--- config.mk ---
export PLATFORM = sky130hd
export DESIGN_NAME = alu_param
export DESIGN_NICKNAME = d
export VERILOG_FILES = /design/src/rtl/alu_pkg.sv /design/src/rtl/alu_muldiv_iter.sv /design/src/rtl/alu_param.sv
export SDC_FILE = /design/constraint.sdc
export NUM_CORES = 1
export LEC_CHECK = 0
export CORE_MARGIN = 2
export CORE_UTILIZATION = 55
export CTS_CLUSTER_SIZE = 8
export DETAILED_ROUTE_END_ITERATION = 6
export HOLD_SLACK_MARGIN = 0.1
export PLACE_DENSITY = 0.78
export SYNTH_ARGS = -nofsm -noshare
export SYNTH_HDL_FRONTEND = slang
export SYNTH_SLANG_ARGS = --single-unit
--- constraint.sdc ---
create_clock -name clk -period 2.9 [get_ports clk]
set_input_delay 0.58 -clock clk [delete_from_list [all_inputs] [get_ports clk]]
set_output_delay 0.58 -clock clk [all_outputs]
set_load 0.03 [all_outputs]
--- src/rtl/alu_pkg.sv ---
// alu_pkg: shared types for the parametrised multi-cycle ALU.
//   opcode_e : 4-bit operation select (same encoding as the 16-bit ALU)
//   state_e  : control FSM states
//   mode_e   : iterative engine mode (multiply or divide)
//   iter_count(): iteration cycles needed by the engine for a given width
package alu_pkg;

  typedef enum logic [3:0] {
    OpAdd     = 4'd0,
    OpSub     = 4'd1,
    OpMult    = 4'd2,
    OpDiv     = 4'd3,
    OpAnd     = 4'd4,
    OpOr      = 4'd5,
    OpNand    = 4'd6,
    OpNor     = 4'd7,
    OpXor     = 4'd8,
    OpSl      = 4'd9,
    OpSr      = 4'd10,
    OpCsl     = 4'd11,
    OpCsr     = 4'd12,
    OpGreater = 4'd13,
    OpSmaller = 4'd14,
    OpEqual   = 4'd15
  } opcode_e;

  typedef enum logic [1:0] {
    StIdle = 2'd0,
    StExec = 2'd1,
    StIter = 2'd2,
    StDone = 2'd3
  } state_e;

  typedef enum logic {
    ModeMul = 1'b0,
    ModeDiv = 1'b1
  } mode_e;

  // Width the original ALU was built for; the iteration count equals the width.
  localparam int unsigned DefaultWidth = 16;
  localparam int unsigned DefaultIters = DefaultWidth;

  // One product/quotient bit per cycle.
  function automatic int unsigned iter_count(input int unsigned width);
    return width;
  endfunction

endpackage

--- src/rtl/alu_muldiv_iter.sv ---
// alu_muldiv_iter: shared iterative engine for unsigned shift-add multiply and
// restoring divide, one bit per cycle, WIDTH iterations after load.
// Ports:
//   clk, reset_a      clock, asynchronous active-low reset
//   load              capture mode and operands, restart the iteration count
//   mode              ModeMul or ModeDiv
//   dataa, datab      multiplicand/dividend and multiplier/divisor
//   result_hi         product high half or remainder
//   result_lo         product low half or quotient
//   finished          all iterations done; results stable until next load
module alu_muldiv_iter
  import alu_pkg::*;
#(
  parameter int unsigned WIDTH = 16
) (
  input  logic             clk,
  input  logic             reset_a,
  input  logic             load,
  input  mode_e            mode,
  input  logic [WIDTH-1:0] dataa,
  input  logic [WIDTH-1:0] datab,
  output logic [WIDTH-1:0] result_hi,
  output logic [WIDTH-1:0] result_lo,
  output logic             finished
);

  localparam int unsigned Iters = iter_count(WIDTH);
  localparam int unsigned CntW  = $clog2(Iters + 1);

  mode_e            mode_q;
  logic [WIDTH-1:0] hi_q, hi_d;
  logic [WIDTH-1:0] lo_q, lo_d;
  logic [WIDTH-1:0] b_q;
  logic [CntW-1:0]  cnt_q;

  logic [WIDTH:0]   mul_sum;
  logic [WIDTH:0]   div_shift;
  logic             div_ge;
  logic [WIDTH-1:0] div_diff;

  always_comb begin
    // Multiply: {hi, lo} holds partial product over the shifting multiplier.
    mul_sum   = {1'b0, hi_q} + (lo_q[0] ? {1'b0, b_q} : '0);
    // Divide: hi is the partial remainder, lo shifts dividend out / quotient in.
    div_shift = {hi_q, lo_q[WIDTH-1]};
    div_ge    = div_shift >= {1'b0, b_q};
    // True difference is below the divisor, so the modular W-bit subtract is exact.
    div_diff  = div_shift[WIDTH-1:0] - b_q;

    hi_d = hi_q;
    lo_d = lo_q;
    if (mode_q == ModeMul) begin
      hi_d = mul_sum[WIDTH:1];
      lo_d = {mul_sum[0], lo_q[WIDTH-1:1]};
    end else begin
      hi_d = div_ge ? div_diff : div_shift[WIDTH-1:0];
      lo_d = {lo_q[WIDTH-2:0], div_ge};
    end
  end

  assign finished  = (cnt_q == CntW'(Iters));
  assign result_hi = hi_q;
  assign result_lo = lo_q;

  always_ff @(posedge clk or negedge reset_a) begin
    if (!reset_a) begin
      mode_q <= ModeMul;
      hi_q   <= '0;
      lo_q   <= '0;
      b_q    <= '0;
      cnt_q  <= CntW'(Iters);  // idle until the first load
    end else if (load) begin
      mode_q <= mode;
      hi_q   <= '0;
      lo_q   <= dataa;
      b_q    <= datab;
      cnt_q  <= '0;
    end else if (!finished) begin
      hi_q  <= hi_d;
      lo_q  <= lo_d;
      cnt_q <= cnt_q + 1'b1;
    end
  end

endmodule

--- src/rtl/alu_param.sv ---
// alu_param: WIDTH-bit multi-cycle integer ALU with start/done handshake.
// Single-cycle ops complete one edge after issue; MULT/DIV run WIDTH
// iterations in alu_muldiv_iter. Result and flags hold until the next result.
// Ports:
//   clk, reset_a        clock, asynchronous active-low reset
//   start, opcode       issue request (sampled only when idle) and operation
//   dataa, datab        operands, latched on issue
//   out                 2*WIDTH registered result
//   carry_flag          ADD carry-out / SUB borrow
//   overflow_flag       two's-complement overflow on ADD/SUB
//   zero_flag           out == 0
//   div_zero_flag       DIV issued with datab == 0
//   busy, done          busy from issue until done falls; done is a 1-cycle pulse
// Build option: define ALU_REMAINDER_EN to return the DIV remainder in the
// upper half of out; otherwise the upper half is 0 for DIV.
module alu_param
  import alu_pkg::*;
#(
  parameter int unsigned WIDTH = 16
) (
  input  logic               clk,
  input  logic               reset_a,
  input  logic               start,
  input  logic [3:0]         opcode,
  input  logic [WIDTH-1:0]   dataa,
  input  logic [WIDTH-1:0]   datab,
  output logic [2*WIDTH-1:0] out,
  output logic               carry_flag,
  output logic               overflow_flag,
  output logic               zero_flag,
  output logic               div_zero_flag,
  output logic               busy,
  output logic               done
);

  state_e             state_q, state_d;
  opcode_e            op_q, op_in;
  logic [WIDTH-1:0]   a_q, b_q;
  logic [2*WIDTH-1:0] out_q, res_d;
  logic               carry_q, carry_d;
  logic               ovf_q, ovf_d;
  logic               zero_q;
  logic               dz_q, dz_d;

  logic               issue;
  logic               load;
  logic               res_en;
  logic               iter_op;

  logic [WIDTH-1:0]   eng_hi, eng_lo;
  logic               eng_finished;

  logic [WIDTH:0]     sum, diff;

  assign op_in   = opcode_e'(opcode);
  assign iter_op = (op_in == OpMult) || (op_in == OpDiv);

  // Control FSM
  always_comb begin
    state_d = state_q;
    issue   = 1'b0;
    load    = 1'b0;
    res_en  = 1'b0;
    case (state_q)
      StIdle: begin
        if (start) begin
          issue   = 1'b1;
          load    = iter_op;
          state_d = iter_op ? StIter : StExec;
        end
      end
      StExec: begin
        res_en  = 1'b1;
        state_d = StDone;
      end
      StIter: begin
        if (eng_finished) begin
          res_en  = 1'b1;
          state_d = StDone;
        end
      end
      StDone: begin
        state_d = StIdle;
      end
      default: state_d = StIdle;
    endcase
  end

  alu_muldiv_iter #(
    .WIDTH(WIDTH)
  ) u_muldiv (
    .clk      (clk),
    .reset_a  (reset_a),
    .load     (load),
    .mode     ((op_in == OpDiv) ? ModeDiv : ModeMul),
    .dataa    (dataa),
    .datab    (datab),
    .result_hi(eng_hi),
    .result_lo(eng_lo),
    .finished (eng_finished)
  );

  // Single-cycle datapath and result mux
  always_comb begin
    sum     = {1'b0, a_q} + {1'b0, b_q};
    diff    = {1'b0, a_q} - {1'b0, b_q};
    res_d   = '0;
    carry_d = 1'b0;
    ovf_d   = 1'b0;
    dz_d    = 1'b0;
    case (op_q)
      OpAdd: begin
        res_d   = {{(WIDTH-1){1'b0}}, sum};
        carry_d = sum[WIDTH];
        ovf_d   = (a_q[WIDTH-1] == b_q[WIDTH-1]) && (sum[WIDTH-1] != a_q[WIDTH-1]);
      end
      OpSub: begin
        res_d   = {{(WIDTH-1){1'b0}}, diff};
        carry_d = diff[WIDTH];  // borrow
        ovf_d   = (a_q[WIDTH-1] != b_q[WIDTH-1]) && (diff[WIDTH-1] != a_q[WIDTH-1]);
      end
      OpMult:    res_d = {eng_hi, eng_lo};
      OpDiv: begin
`ifdef ALU_REMAINDER_EN
        res_d = {eng_hi, eng_lo};
`else
        res_d = {{WIDTH{1'b0}}, eng_lo};
`endif
        dz_d  = (b_q == '0);
      end
      OpAnd:     res_d = {{WIDTH{1'b0}}, a_q & b_q};
      OpOr:      res_d = {{WIDTH{1'b0}}, a_q | b_q};
      OpNand:    res_d = {{WIDTH{1'b0}}, ~(a_q & b_q)};
      OpNor:     res_d = {{WIDTH{1'b0}}, ~(a_q | b_q)};
      OpXor:     res_d = {{WIDTH{1'b0}}, a_q ^ b_q};
      OpSl:      res_d = {{WIDTH{1'b0}}, a_q[WIDTH-2:0], 1'b0};
      OpSr:      res_d = {{WIDTH{1'b0}}, 1'b0, a_q[WIDTH-1:1]};
      OpCsl:     res_d = {{WIDTH{1'b0}}, a_q[WIDTH-2:0], a_q[WIDTH-1]};
      OpCsr:     res_d = {{WIDTH{1'b0}}, a_q[0], a_q[WIDTH-1:1]};
      OpGreater: res_d = {{(2*WIDTH-1){1'b0}}, a_q > b_q};
      OpSmaller: res_d = {{(2*WIDTH-1){1'b0}}, a_q < b_q};
      OpEqual:   res_d = {{(2*WIDTH-1){1'b0}}, a_q == b_q};
      default:   res_d = '0;
    endcase
  end

  always_ff @(posedge clk or negedge reset_a) begin
    if (!reset_a) begin
      state_q <= StIdle;
      op_q    <= OpAdd;
      a_q     <= '0;
      b_q     <= '0;
      out_q   <= '0;
      carry_q <= 1'b0;
      ovf_q   <= 1'b0;
      zero_q  <= 1'b0;
      dz_q    <= 1'b0;
    end else begin
      state_q <= state_d;
      if (issue) begin
        op_q <= op_in;
        a_q  <= dataa;
        b_q  <= datab;
      end
      if (res_en) begin
        out_q   <= res_d;
        carry_q <= carry_d;
        ovf_q   <= ovf_d;
        zero_q  <= (res_d == '0);
        dz_q    <= dz_d;
      end
    end
  end

  assign out           = out_q;
  assign carry_flag    = carry_q;
  assign overflow_flag = ovf_q;
  assign zero_flag     = zero_q;
  assign div_zero_flag = dz_q;
  assign busy          = (state_q != StIdle);
  assign done          = (state_q == StDone);

endmodule
After elaboration in Yosys (flattened, before gate mapping)
Cells that the tools add are included.
Storage, ports and cells
  bits in writable memories: 0
  bits in latches: 0
  word-level logic and storage cells: 90
  memories: 0
  memory bits (read-only): 0
  bits of input ports: 39
  register bits after elaboration: 128
Cells by class
  shifts and indexed selects: 0
  bitwise logic cells: 5
  reductions and logical operators: 9
  order comparisons: 3
  muxes and demuxes: 25
  equality and inequality tests: 29
  div/mod/pow operators: 0
  add/subtract/negate cells: 5
  multiply operators: 0
Operator list (number)
  $pmux W32 S16: 1
  $mux W16: 8
  $eq A4 B4 Y1 const B: 8
  $logic_not A32 Y1: 1
  $not A16 Y16: 2
  $add A16 B16 Y17: 1
  $add A16 B17 Y17: 1
  $ge A17 B16 Y1: 1
  $sub A16 B16 Y17: 1
  $and A16 B16 Y16: 1
  $eq A16 B16 Y1: 1
  $eq A4 B2 Y1 const B: 4
  $eq A4 B3 Y1 const B: 4
  $gt A16 B16 Y1: 1
  $logic_not A16 Y1: 1
  $lt A16 B16 Y1: 1
  $or A16 B16 Y16: 1
  $sub A16 B16 Y16: 1
  $xor A16 B16 Y16: 1
  $mux W5: 2
  $pmux W2 S4: 1
  $mux W1: 7
  $mux W2: 3
  $ne A2 B2 Y1 const B: 3
  14 further kinds: 20

Depth between registers and ports, before layout
Gate-level depths: netlist of the first run.
  word-level depth: 5
  gate-level depth with buffers: 13
  gate-level depth less buffers: 13

Modules after synthesis
From an unflattened synthesis of the first run, not the netlist that was laid out.
Unflattened totals
  cell total of the unflattened synthesis: 1218
  area, all modules: 10470.0 sq um
Modules (own cells, without submodules)
  alu_param: instances 1, area each 6247.2 sq um, cells each 712
  alu_muldiv_iter: instances 1, area each 4222.8 sq um, cells each 506

Worst setup path after synthesis of the first run
OpenSTA, ideal clock, no wires.
  kind: register to register
  start: register u_muldiv.hi_q[0] (netlist: u_muldiv.result_hi[0])
  end: register u_muldiv.hi_q[13] (netlist: u_muldiv.result_hi[13])
  path slack: -67 ps
  arrival time: 2831 ps
  cell stages (with the launch flop): 12
  library setup time: 136 ps
  period minus slack after synthesis: 2967 ps
  buffers on the path: 1
  required time: 2764 ps
  path through: dfrtp_1 > ha_1 > nor2b_1 > o31a_1 > o31a_1 > o41ai_4 > o21ai_2 > o21ai_4 > buf_6 > mux2_1 > mux2i_1 > a21oi_1
Between the ends
  word-level cells in the longest chain between the ends: 5
Ends and longest elaborated chain
  start: declaration: RTL line alu_muldiv_iter.sv:31  | logic [WIDTH-1:0] hi_q, hi_d;
  start signal: assignment: RTL line alu_muldiv_iter.sv:79  | hi_q <= hi_d;
  $sub A16 B16 Y16 or $ge A17 B16 Y1 (tied branches): RTL line alu_muldiv_iter.sv:48, alu_muldiv_iter.sv:46
  $mux W16: RTL line alu_muldiv_iter.sv:56  | hi_d = div_ge ? div_diff : div_shift[WIDTH-1:0];
  $mux W16 (*): RTL line alu_muldiv_iter.sv:52  | if (mode_q == ModeMul) begin
  $mux W16 (*): RTL line alu_muldiv_iter.sv:78  | end else if (!finished) begin
  $mux W16 (*): RTL line alu_muldiv_iter.sv:72  | end else if (load) begin
Every way passes the cells marked *; elsewhere a longest branch is shown, timed or not. The select of a mux whose other input is x is not followed.
A chain may end at the register's enable or synchronous reset.

Worst setup path in the final report of the first run
  start: register b_q[0]
  end: register zero_q (netlist: zero_flag)
Between the ends
  word-level cells in the longest chain between the ends: 4
Ends and longest elaborated chain
  start: declaration: RTL line alu_param.sv:38  | logic [WIDTH-1:0] a_q, b_q;
  start signal: assignment: RTL line alu_param.sv:163  | b_q <= datab;
  parallel branches: the longest is 2 deep, another holds $sub A16 B16 Y17
  $pmux W32 S16 (*): RTL line alu_param.sv:111  | case (op_q)
  $logic_not A32 Y1 (*): RTL line alu_param.sv:169  | zero_q <= (res_d == '0);
  end signal: assignment: RTL line alu_param.sv:169
  end: declaration: RTL line alu_param.sv:42  | logic zero_q;
Every way passes the cells marked *.

==> run_results.csv, run 1 <==
group,metric,value,unit
outcome,status,"finished, violations left",
outcome,violations,"negative setup slack",
cts,clock_latency,450,ps
synth,synth-seq-area-share,0.299,
global_routing,grt_pass1_wl,62100,um
critical_path,cp.required,3280,ps
synth,avgSynthCellArea,8.28,um^2
floorplanning,die-area,20600,um^2
synth,synth_cells,1293,
route,drt-initial-drc-count,1461,
synth,synth_edf_count,0,
global_routing,antenna_found_initial,1,
critical_path,critPathMaxStageDelay,420,ps
synth,syn-num-nets,1423,
synth,synth_area_leaders,"dfrtp_1, ha_1, nand2_1",
floorplanning,start_util,0.556,
critical_path,criticalPathCategory,"reg2reg",
critical_path,reg2regPathDepth,11,
synth,yosys.area.top_type_share,0.297,
route,drc_errors,0,
floorplanning,die_h,144,um
critical_path,worstSetupEndpointType,"flop",
sta,fin_crit_sh,1.05,
sta,clock-skew-final,12.7,ps
cts,cts_tree,"built",
floorplanning,rows,51,
critical_path,rrSetupSlack,-160,ps
route,via_per_inst,6.48,
critical_path,critPathTopFamily,"compound AO/OA/AOI/OAI gates",
worst_hold_path,worstHoldStart,"out[31]$_DFFE_PN0P_",
global_routing,grt_overflow,0,
cts,clk_pin_slew_worst_paths,70,ps
sta,rsz0062_at_grt,"true",
final_layout,stdcell_count,1861,
cts,clock_tree.root_cell,"clkbuf_16",
sta,setup_viol,20,
sta,hold_viol_final,0,
worst_hold_path,worstHoldEndpoint,"out[31]$_DFFE_PN0P_",
critical_path,r2r_end,"zero_flag$_DFFE_PN0P_",
critical_path,reg2reg_from,"b_q[0]$_DFFE_PN0P_",
sta,max-slew-margin-rel,0.474,
synth,synth_ff_type,"dfrtp_1",
placement,portBuffers,76,
synth,ys_warn_count,0,
final_layout,fin_nets,1712,
critical_path,worstPathArrival,3440,ps
placement,gp_congestion,1.01,
sta,final-max-slew-violation-count,0,
synth,ys_seq_elements,128,
synth,synth.distinct_cells,81,
sta,fin_crit,3060,ps
cts,cts-htree-levels,4,
synth,synth_largest_area_cell,"dfrtp_1",
final_layout,area_delta_synth_final,38.8,%
flow_run,max_cap_violations,0,
route,vias,12100,
route,routed_wl,43300,um
sta,worstMarginPinSlew,789,ps
floorplanning,dieWidth,144,um
worst_hold_path,hold_depth,2,
critical_path,start_kind,"flop",
worst_hold_path,hp-class,"reg2reg",
critical_path,crit_buf_inv,0,
global_routing,grt_pass1_vias,11100,
critical_path,cp_slowest_cell,"dfrtp_1",
cts,cts.sinks,128,
floorplanning,design.core.area,19300,um^2
route,wl_per_cell,23.3,um
sta,max_freq,327,MHz
route,ant_nets,0,
global_routing,grt_max_degree,59,
critical_path,cp_max_fo,3,
final_layout,drive_gt1_frac,0.295,
route,dr.pass1.iters,6,
critical_path,crit_chain,"ha_2 -> fa_2 -> a211oi_4 -> o31ai_2 -> a211o_1 -> and2_4 -> a211oi_2 -> a21oi_2 -> or2_2 -> nor4_2 -> a41o_1",
cts,cts_max_path_buffers,2,
floorplanning,ios,77,
cts,cts_buffers,17,
global_routing,grt_util_all_layers,0.395,
placement,dpl.hpwl,30400,um
synth,async_reset_ff_frac,1.00,
sta,fin_ws,-156,ps
placement,dp.cells,1796,
synth,syn_area,10700,um^2
[repair_timing]
item,CTS,global route
buffers inserted,15,19
pin swaps,19,45
hold endpoints to repair,11,0
endpoints found under the setup margin,22,27
resized for setup,53,92
hold buffers,1,0
[final cells by class]
class	instances	area (um^2)
flip-flops and latches	128	3210
well taps	265	332
inverters	83	312
clock inverters	14	170
repair buffers	348	2910
multi-input cells	1004	7480
diodes	1	2.50
fillers	1346	4410
clock buffers	18	439
[tightest hold or removal path: cells and delay by family, from the launching register on]
kind,cells,cell delay (ps)
AND/OR/NAND/NOR,2,100
flip-flops,1,340
[registers in the layout (all words and copies together), names as in the netlist]
signal,cells
state_q,2
u_muldiv.b_q,16
zero_flag,1
op_q,4
u_muldiv.mode_q,1
out,32
a_q,16
u_muldiv.result_hi,16
u_muldiv.cnt_q,5
div_zero_flag,1
u_muldiv.result_lo,16
overflow_flag,1
b_q,16
carry_flag,1
[synth_stat cells (6+ instances only)]
cell type  count
a32oi_1       12
inv_1         82
or3_1          6
nand2_1      158
nand3_1       40
nand4_1       15
buf_2         16
a21o_1        14
and3_1         8
mux2i_1       24
o21ai_0       91
o31ai_1       15
xor2_1        17
o2bb2ai_1      6
nor2b_1        9
nor4_1        18
nor2_1        91
a211oi_1       8
o31a_1         6
nor3_1        34
nand2b_1      11
and2_1        20
mux2_2        49
clkbuf_1      52
a221oi_1       8
a31oi_1       13
o211ai_1      11
a21oi_1       89
xnor2_1       24
dfrtp_1      127
o21bai_1       7
o221ai_1      11
ha_1          87
[layout by cell type, fill, tap and decap left out, types with 8 or more instances in the layout]
cell type / count
a21o_1: 14
a21oi_1: 69
a21oi_2: 19
a31oi_1: 9
a32oi_1: 12
and2_1: 18
and3_1: 8
buf_4: 261
clkbuf_16: 17
clkdlybuf4s50_1: 75
dfrtp_1: 123
ha_1: 70
ha_2: 8
ha_4: 9
inv_1: 76
mux2_2: 38
mux2_4: 12
mux2i_1: 23
nand2_1: 157
nand2b_1: 10
nand3_1: 39
nand4_1: 15
nor2_1: 87
nor3_1: 32
nor4_1: 14
o211ai_1: 11
o21ai_0: 80
o21ai_1: 8
o221ai_1: 9
o31ai_1: 14
xnor2_1: 24
xor2_1: 17
[per-layer routing]
layer  share of wire  wire [um]  vias to the layer above  track usage
met5               0          0                        -            0
met2            0.44      19200                      865        0.595
met4           0.036       1580                        0        0.119
li1                -          -                     5262            -
met3            0.12       5230                      147        0.106
met1            0.40      17400                     5783        0.556
[cell families after synthesis]
| family | after synthesis | synth area share |
|---|---|---|
| buffers and inverters | 161 | 0.0615 |
| xor gates and xnor gates | 41 | 0.0335 |
| muxes | 74 | 0.0750 |
| adders and majority gates | 91 | 0.109 |
| and+or+nand+nor | 436 | 0.192 |
| AOI/OAI and AO/OA | 362 | 0.229 |
| DFF | 128 | 0.299 |
[metrics by stage]
step           worst slack (ps)  area [um^2]   util  hold WS (ps)  setup TNS [ps]
2_1_floorplan             -3.33        10700      -           284           -3.33
4_1_cts                    -148        14300  0.743           470            -968
3_5_place_dp               -228        13400  0.693           450           -1300
6_report                   -156        14900  0.771           463           -1390
5_1_grt                    -322        14900  0.771           492           -2900
3_3_place_gp               -157        13400  0.693           449            -582
[how the worst max path moves through the flow]
stage | from | cells past startpoint | slack (ps) | end
6_report | b_q[0]$_DFFE_PN0P_ | 11 | -160 | zero_flag$_DFFE_PN0P_
2_1_floorplan | a_q[1]$_DFFE_PN0P_ | 10 | -3 | overflow_flag$_DFFE_PN0P_
3_5_place_dp | a_q[0]$_DFFE_PN0P_ | 13 | -230 | zero_flag$_DFFE_PN0P_
4_1_cts | u_muldiv.result_lo[15]$_DFFE_PN0P_ | 13 | -150 | u_muldiv.result_hi[14]$_DFFE_PN0P_
3_3_place_gp | a_q[0]$_DFFE_PN0P_ | 11 | -160 | zero_flag$_DFFE_PN0P_
5_1_grt | a_q[0]$_DFFE_PN0P_ | 13 | -320 | zero_flag$_DFFE_PN0P_
Power of run 1 is not shown: default switching activity piles up to over one toggle a cycle in this logic, so the estimate is an artifact.
==> inputs of run 2 (changes only) <==
GPL_ROUTABILITY_DRIVEN = 1   (was unset)
==> results of run 2 <==
Final layout, timing and power as in run 1 (identical DEF).
Power of run 2 is left out for the same reason.
==> inputs of run 3 (changes only) <==
CELL_PAD_IN_SITES_DETAIL_PLACEMENT = 1   (was unset)
CELL_PAD_IN_SITES_GLOBAL_PLACEMENT = 1   (was unset)
CORE_UTILIZATION = 41   (was 55)
PLACE_DENSITY = unset   (was 0.78)
PLACE_DENSITY_LB_ADDON = 0.1   (was unset)
==> run_results.csv, run 3 (synthesis gave the netlist of run 1 again) <==
group,metric,value,unit
outcome,status,"finished, violations left",
outcome,violations,"negative setup slack",
placement,gp_congestion,0.934,
critical_path,crit_path_end,"zero_flag$_DFFE_PN0P_",
critical_path,critPathMaxStageDelay,400,ps
sta,max_freq,328,MHz
sta,fin_crit_sh,1.05,
critical_path,r2r_end,"zero_flag$_DFFE_PN0P_",
route,routed_wl,45600,um
placement,dpl.hpwl,34000,um
critical_path,critPathTopFamily,"compound AO/OA/AOI/OAI gates",
global_routing,grt_overflow,0,
floorplanning,die_h,166,um
critical_path,cp.depth,12,
flow_run,max_cap_violations,0,
global_routing,grt_max_degree,68,
route,dr.pass1.iters,5,
sta,setup_viol,7,
cts,clock_latency,430,ps
final_layout,area_delta_synth_final,37.5,%
sta,clock-skew-final,14.9,ps
placement,dp_slack,-392,ps
global_routing,met1_usage,0.412,
route,wl_per_cell,23.8,um
critical_path,cp_slowest_cell,"dfrtp_1",
sta,hold_viol_final,0,
placement,dp.cells,1854,
final_layout,drive_gt1_frac,0.280,
final_layout,fill_cells,3060,
placement,portBuffers,76,
critical_path,start_kind,"flop",
global_routing,use_met2,0.568,
global_routing,grt_util_all_layers,0.325,
cts,cts_buffers,17,
global_routing,top_usage_layer,"met2",
final_layout,fin_nets,1696,
final_layout,final_common_cell,"buf_4",
final_layout,antenna_cells,0,
final_layout,layout_common_cells,"buf_4, nand2_1, dfrtp_1",
global_routing,grt_pass1_wl,70100,um
critical_path,crit_buf_inv,1,
floorplanning,die-area,27400,um^2
sta,holdWs,90.7,ps
floorplanning,dieWidth,166,um
route,vias,11400,
sta,max-slew-margin-rel,0.537,
cts,clock_tree.root_cell,"clkbuf_16",
critical_path,reg2reg_from,"a_q[0]$_DFFE_PN0P_",
critical_path,critPathLaunch,"a_q[0]$_DFFE_PN0P_",
route,ant_nets,0,
floorplanning,rows,59,
route,drt-initial-drc-count,854,
critical_path,crit_chain,"ha_2 -> fa_2 -> a211oi_4 -> buf_4 -> nor4_2 -> o22a_1 -> a21oi_1 -> o211a_1 -> a211o_1 -> a21o_1 -> nor4bb_4 -> a41o_1",
critical_path,cp_max_fo,4,
critical_path,rrSetupSlack,-150,ps
critical_path,cp.required,3270,ps
sta,final-max-slew-violation-count,0,
sta,fin_crit,3050,ps
cts,cts.sinks,128,
cts,cts_tree,"built",
critical_path,criticalPathCategory,"reg2reg",
sta,fin_ws,-149,ps
floorplanning,start_util,0.414,
critical_path,worstSetupEndpointType,"flop",
sta,rsz0062_at_grt,"true",
worst_hold_path,hp-class,"in2async",
sta,worstMarginPinSlew,693,ps
global_routing,grt_pass1_vias,12000,
critical_path,worstPathArrival,3420,ps
route,via_per_inst,5.97,
cts,cts-htree-levels,4,
floorplanning,design.core.area,25800,um^2
global_routing,grt_use_met3,0.0432,
route,drc_errors,0,
final_layout,stdcell_count,1914,
global_routing,antenna_found_initial,0,
cts,clk_pin_slew_worst_paths,70,ps
final_layout,largest_reg_flops,32,
cts,cts_max_path_buffers,2,
floorplanning,ios,77,
critical_path,reg2regPathDepth,12,
## run 3: changes by cell type in the layout (fill, tap and decap cells not counted), moves of 3 or more
cell and change:
buf_4 -14, a21oi_1 +4, a21oi_2 -4, ha_1 +4
clkinv_2 +3, inv_6 -3, inv_8 -3
## run 3: worst min-delay path by stage
stage	from	end	slack, ps	cells after the start
4_1_cts	reset_a	out[7]$_DFFE_PN0P_	130	1
3_3_place_gp	out[23]$_DFFE_PN0P_	out[23]$_DFFE_PN0P_	460	2
5_1_grt	reset_a	a_q[4]$_DFFE_PN0P_	130	1
3_5_place_dp	out[30]$_DFFE_PN0P_	out[30]$_DFFE_PN0P_	460	2
6_report	reset_a	a_q[7]$_DFFE_PN0P_	90	1
2_1_floorplan	reset_a	a_q[0]$_DFFE_PN0P_	280	0
## run 3: final cells by class
| type | count | area (um^2) | area share |
|---|---|---|---|
| multi-input cells | 1004 | 7380 | 0.502 |
| flip-flops and latches | 128 | 3210 | 0.218 |
| repair buffers | 332 | 2780 | 0.189 |
| clock buffers | 20 | 457 | 0.0310 |
| well taps | 335 | 419 | 0.0285 |
| inverters | 83 | 314 | 0.0213 |
| clock inverters | 12 | 158 | 0.0107 |
## run 3: per-stage QoR
stage | TNS, ps | utilization | cell area, um^2
after floorplan | -3.33 | - | 10700
after global placement | -1510 | 0.517 | 13400
after detailed placement | -2810 | 0.517 | 13400
after CTS | -433 | 0.556 | 14400
after global routing | -2190 | 0.570 | 14700
final | -490 | 0.570 | 14700
## run 3: layer usage
metal,part of all wire,vias up
met5,0,-
met4,0.036,0
met3,0.041,97
met2,0.50,320
met1,0.42,5788
li1,-,5214
## run 3: timing repair
item                                    in CTS  in global routing
hold buffers                                 0                  0
gates cloned                                 0                  1
endpoints found under the setup margin      24                 28
resized for setup                           51                 71
setup buffers                               20                  9
pin swaps                                   29                 40
Power of run 3 is left out for the same reason.
